**config.mk**
```make
export PLATFORM = sky130hd
export DESIGN_NAME = sobel_window_ctrl
export DESIGN_NICKNAME = d
export VERILOG_FILES = /design/src/rtl/sobel_window_ctrl.sv
export SDC_FILE = /design/constraint.sdc
export NUM_CORES = 1
export LEC_CHECK = 0
export BUFFER_PORTS_ARGS = -buffer_cell sky130_fd_sc_hd__buf_2
export CORE_AREA = 2 2 50 64
export DETAILED_ROUTE_END_ITERATION = 8
export DIE_AREA = 0 0 52 66
export PLACE_DENSITY = 0.7
export SYNTH_ARGS = -nofsm -noshare
export SYNTH_HDL_FRONTEND = slang
export SYNTH_SLANG_ARGS = --single-unit
```
**constraint.sdc**
```tcl
create_clock -name clk -period 2.24 [get_ports clk]
set_input_delay 0.336 -clock clk [delete_from_list [all_inputs] [get_ports clk]]
set_output_delay 0.336 -clock clk [all_outputs]
set_load 0.01 [all_outputs]
```
**src/rtl/sobel_window_ctrl.sv**
```systemverilog
// -----------------------------------------------------------------------------
// sobel_window_ctrl
//   Sequencer for a 3x3 Sobel convolution datapath. Takes a raster pixel
//   stream over valid/ready and generates the line-buffer write controls,
//   the window shift enable and the interior-window flag. The flag is delayed
//   to line up with the convolution pipeline so that out_valid/out_last mark
//   the datapath results. busy/done frame each image.
//
// Ports
//   clk        clock, all state changes on the rising edge
//   rst        asynchronous active-high reset
//   start      begin a frame (only honoured while idle)
//   in_valid   source presents a pixel
//   in_ready   controller accepts pixels (combinational from state)
//   lb_wr_en   line-buffer write strobe (registered)
//   lb_sel     line buffer being written, rotates 0,1,2 per row (registered)
//   lb_addr    column of the pixel being written (registered)
//   win_shift  shift the 3x3 window register by one column (registered)
//   win_valid  the window is a full interior 3x3 (registered)
//   out_valid  convolution result valid at the datapath output
//   out_last   accompanies the final out_valid of the frame
//   busy       controller is not idle
//   done       one-cycle pulse at end of frame
// -----------------------------------------------------------------------------
module sobel_window_ctrl #(
    parameter int IMG_W    = 64,
    parameter int IMG_H    = 64,
    parameter int ADDR_W   = 6,
    parameter int PIPE_LAT = 2
) (
    input  logic              clk,
    input  logic              rst,
    input  logic              start,
    input  logic              in_valid,
    output logic              in_ready,
    output logic              lb_wr_en,
    output logic [1:0]        lb_sel,
    output logic [ADDR_W-1:0] lb_addr,
    output logic              win_shift,
    output logic              win_valid,
    output logic              out_valid,
    output logic              out_last,
    output logic              busy,
    output logic              done
);

    localparam int COL_W = (IMG_W > 1) ? $clog2(IMG_W) : 1;
    localparam int ROW_W = (IMG_H > 1) ? $clog2(IMG_H) : 1;
    localparam int FL_W  = (PIPE_LAT > 0) ? $clog2(PIPE_LAT + 1) : 1;

    typedef enum logic [1:0] {
        S_IDLE  = 2'd0,
        S_RUN   = 2'd1,
        S_FLUSH = 2'd2,
        S_DONE  = 2'd3
    } state_t;

    state_t            r_state;
    state_t            w_state_next;

    logic [COL_W-1:0]  r_col;
    logic [ROW_W-1:0]  r_row;
    logic [1:0]        r_row_sel;     // row mod 3, kept as its own counter
    logic [FL_W-1:0]   r_flush_cnt;

    logic              r_lb_wr_en;
    logic              r_win_shift;
    logic [1:0]        r_lb_sel;
    logic [ADDR_W-1:0] r_lb_addr;

    // Index 0 is the registered win_valid/last; index PIPE_LAT is the
    // datapath-aligned copy. One free-running shift register per flag.
    logic [PIPE_LAT:0] r_vld_pipe;
    logic [PIPE_LAT:0] r_last_pipe;

    logic              w_accept;
    logic              w_col_end;
    logic              w_last_pix;
    logic              w_interior;

    assign w_accept   = in_valid && (r_state == S_RUN);
    assign w_col_end  = (r_col == COL_W'(IMG_W - 1));
    assign w_last_pix = w_col_end && (r_row == ROW_W'(IMG_H - 1));
    assign w_interior = (r_row >= ROW_W'(2)) && (r_col >= COL_W'(2));

    // ---------------------------------------------------------------- FSM
    always_ff @(posedge clk or posedge rst) begin
        if (rst) begin
            r_state <= S_IDLE;
        end else begin
            r_state <= w_state_next;
        end
    end

    always_comb begin
        w_state_next = r_state;
        case (r_state)
            S_IDLE:  if (start) w_state_next = S_RUN;
            S_RUN:   if (w_accept && w_last_pix) w_state_next = S_FLUSH;
            // FLUSH spans PIPE_LAT+1 cycles so the final result has left
            // the datapath before done is raised.
            S_FLUSH: if (r_flush_cnt == FL_W'(PIPE_LAT)) w_state_next = S_DONE;
            S_DONE:  w_state_next = S_IDLE;
            default: w_state_next = S_IDLE;
        endcase
    end

    // ------------------------------------------------------ pixel counters
    always_ff @(posedge clk or posedge rst) begin
        if (rst) begin
            r_col       <= '0;
            r_row       <= '0;
            r_row_sel   <= '0;
            r_flush_cnt <= '0;
        end else begin
            if (r_state == S_IDLE && start) begin
                r_col     <= '0;
                r_row     <= '0;
                r_row_sel <= '0;
            end else if (w_accept) begin
                if (w_col_end) begin
                    r_col     <= '0;
                    r_row     <= r_row + ROW_W'(1);
                    r_row_sel <= (r_row_sel == 2'd2) ? 2'd0 : r_row_sel + 2'd1;
                end else begin
                    r_col <= r_col + COL_W'(1);
                end
            end

            if (r_state == S_FLUSH) begin
                r_flush_cnt <= r_flush_cnt + FL_W'(1);
            end else begin
                r_flush_cnt <= '0;
            end
        end
    end

    // ------------------------------------------------ datapath controls
    // Strobes follow the accept by one cycle; a bubble simply deasserts them.
    // Address and buffer select hold their last value between writes.
    always_ff @(posedge clk or posedge rst) begin
        if (rst) begin
            r_lb_wr_en  <= 1'b0;
            r_win_shift <= 1'b0;
            r_lb_sel    <= '0;
            r_lb_addr   <= '0;
            r_vld_pipe  <= '0;
            r_last_pipe <= '0;
        end else begin
            r_lb_wr_en  <= w_accept;
            r_win_shift <= w_accept;
            if (w_accept) begin
                r_lb_sel  <= r_row_sel;
                r_lb_addr <= ADDR_W'(r_col);
            end
            r_vld_pipe  <= {r_vld_pipe[PIPE_LAT-1:0],  w_accept && w_interior};
            r_last_pipe <= {r_last_pipe[PIPE_LAT-1:0], w_accept && w_last_pix};
        end
    end

    assign in_ready  = (r_state == S_RUN);
    assign busy      = (r_state != S_IDLE);
    assign done      = (r_state == S_DONE);
    assign lb_wr_en  = r_lb_wr_en;
    assign win_shift = r_win_shift;
    assign lb_sel    = r_lb_sel;
    assign lb_addr   = r_lb_addr;
    assign win_valid = r_vld_pipe[0];
    assign out_valid = r_vld_pipe[PIPE_LAT];
    assign out_last  = r_last_pipe[PIPE_LAT];

endmodule

```
==> results.md <==
* CTS H-tree lvls at 2
* Die Ht at ~66 um
* Worst reg-to-reg path cell count at 5
* Hold endpoint: r_last_pipe[0]
* Worst Hold Depth at 3
* # hold bufs at CTS at 1
* Worst r2r src: r_col[1]
* Post-synthesis cell count at 147
* PD cells at 931 nW/um2
* Final setup fails at 0
* RSZ-0062 raised after global routing: false
* CP top delay family: compound AO/OA/AOI/OAI gates
* Critical Path Stages at 5
* Max Root-Sink Buffers at 2
* Initial antenna violation count at 0
* IO Pins at 20
* Total negative slack at 0 ns
* Port Buffers at 19
* Crit path largest cell delay at ~0.45 ns
* Post-synth net total at 160
* First-pass GRT wire length at approximately 4800 um
* Crit-path cells: ha_1 -> nand4_2 -> o41ai_2 -> o221a_2 -> mux2_1
* DRC violations left at 0
* Final period util at 87.9%
* Crit path time final at 1.97 ns
* Clock-pin slew on the worst setup and hold paths at 0.10 ns
* CP Data Required Time at approximately 2.5 ns
* Grt total ovfl at 0
* Final WL at 2640 um
* Dpl hpwl at a little under 2000 um
* Post-Place Worst Slack at around 0.33 ns
* Largest net degree at the start of global routing at 33
* Setup WS post-layout at 0.272 ns
* Post-synthesis average cell area at 10.2 um2
* Final hold violation count at 0
* Sinks on Clock Net at 33
* Via Count at roughly 1.1k
* Synthesized area at about 1500 um2
* Vias per Instance at 5.20
* Sequential cell area at 826 um2
* Initial drt markers at 28
* DIE WIDTH at approximately 52 um
* Wirelength per Cell at 12.6 um
* Area Overhead vs Synth at 15.3%
* CTS tree: yes
* #FFs+latches synth at 33
* WP buf/inv at 0
* Max_cap viols at 0
* Layout Nets at 186
* R2r setup slk at 0.27 ns
* Fmax achieved at 0.508 GHz
* CP Class: register to register
* Die area at 3430 um2
* VDD IR max at 0.585 mV
* Gpl congestion at around 0.84
* Arrival time at the worst endpoint at between 2 and 2.5 ns
* # fillers at 250
* Crit start category: register
* Num CTS Buffers at 5
* Vias in the first global route at 1143
* Worst r2r dst: r_state[1]
* CTS root buf: clkbuf_4
* Least-Margin Pin Slew at 0.530 ns
* Synth cell types at 31
* HP Class: input pin to register
* Worst-path fanout max at 6
* Critical-path top delay cell: dfrtp_1
* Drt pass-1 iters at 4
* Multi-input gate area at 607 um2
* Area of the core at 2840 um2
* Clock Latency Late Sink at roughly 0.33 ns
* Hold Crit Start: in_valid
* Total chip power at 1.60 mW
* Post-CTS Setup Inserts at 0
* Status: finished, final reports clean
* Worst Skew at 0.00790 ns
* Slew Limit Headroom at 64.6%
* Cts repair resizes at 0
* Leakage at 0.900 nW
* Crit. End Element: register
* Starting density of the core at 52.6%
* FP Rows at 22
* ANT nets after route at 0
* Slew Viols, Final at 0
* Sequential area share after synthesis at a little under three fifths
* Diodes inserted at 0
* Synth warnings at 0
* Layout cells sized above 1 at 20.1%
* Total track usage at 19.2%
==> cells by family after synthesis <==
family / Yosys count / share of synthesized area (%)
simple gates: 68 / 21.5
flops: 33 / 55.3
buf+inv: 15 / 4.02
compound gates: 14 / 6.79
fa+ha+maj: 9 / 7.54
xor+xnor: 7 / 4.11
mux: 1 / 0.754
==> worst min-delay path, cell delays in order <==
cell and delay, ns:
buf_2 0.12, nand3_1 0.10, nor4_1 0.06
==> flip-flops by register name, indices dropped and copies added, names as in the netlist <==
register	cells
r_row_sel	2
r_flush_cnt	2
r_state	2
r_last_pipe	3
r_col	6
win_shift	1
lb_sel	2
r_vld_pipe	3
r_row	6
lb_addr	6
==> routing by layer <==
| metal | vias to the layer above | track usage (%) | part of all wire (%) |
|---|---|---|---|
| li1 | 546 | - | - |
| met1 | 518 | 21.7 | 43 |
| met2 | 24 | 32.8 | 52 |
| met3 | 4 | 6.79 | 3.9 |
| met4 | 0 | 6.91 | 1.1 |
| met5 | - | 0 | 0 |
==> placed cells by master (no fill, tap or decap), types with 2 or more instances in the layout <==
master / n
a211oi_1: 2
a21oi_1: 5
buf_2: 19
buf_4: 4
clkbuf_4: 5
clkbuf_8: 2
dfrtp_1: 33
ha_1: 9
inv_1: 10
nand2_1: 31
nand3_1: 3
nand4_1: 3
nor2_1: 14
nor3_1: 5
nor4_1: 3
o21ai_0: 2
or4_1: 2
xnor2_1: 4
xor2_1: 3
==> final cells by class <==
cell class                 count  area share (%)
clock buffer                   7            3.78
multi-input combinational     99            35.3
timing repair buffer          24            7.85
tap                           36            2.62
inverter                      10            2.18
clock inverter                 1           0.291
sequential                    33            48.0
==> through the flow <==
step	cell area [um2]	hold WS, ns	cells	utilization, %
floorplan	1490	0.331	147	-
global placement	1640	0.176	201	57.9
detailed placement	1640	0.182	201	57.9
CTS	1720	0.302	210	60.7
global route	1720	0.316	210	60.7
finish	1720	0.314	210	60.7
==> how the worst max path moves through the flow <==
stage | slack, ns | start | to
2_1_floorplan | 0.35 | r_col[1] | r_state[1]
3_3_place_gp | 0.38 | r_col[1] | r_state[1]
3_5_place_dp | 0.33 | r_col[1] | r_state[1]
4_1_cts | 0.29 | r_col[1] | r_state[1]
5_1_grt | 0.16 | r_col[1] | r_state[1]
6_report | 0.27 | r_col[1] | r_state[1]
==> where the power goes <==
group	leakage (nW)	switching, mW	internal (mW)
sequential	0.451	0.0716	0.680
clock	0.0413	0.187	0.182
combinational	0.408	0.278	0.204
total	0.900	0.536	1.07
==> cell usage after synthesis <==
cell	count	area share, %
xor2_1	3	1.8
nand3_1	3	1.0
or3_1	1	0.42
a2bb2oi_1	1	0.59
ha_1	9	7.5
dfrtp_1	33	55
a311oi_1	1	0.59
nand4_2	1	0.84
nor2_1	14	3.5
nand4_1	3	1.3
nor3_1	5	1.7
xnor2_1	4	2.3
o21ai_0	2	0.67
buf_1	1	0.25
and4_1	1	0.59
inv_1	10	2.5
nand2_1	31	7.8
o221a_2	1	0.75
nor4_1	3	1.3
a21oi_1	5	1.7
or2_0	1	0.42
a31oi_1	1	0.42
a211oi_1	2	1.0
buf_4	1	0.50
or4_1	2	1.0
nand3_2	1	0.67
or3b_1	1	0.59
and2_1	1	0.42
clkbuf_1	3	0.75
o41ai_2	1	1.1
mux2_1	1	0.75
No activity file was read; power rests on OpenSTA's default activity.
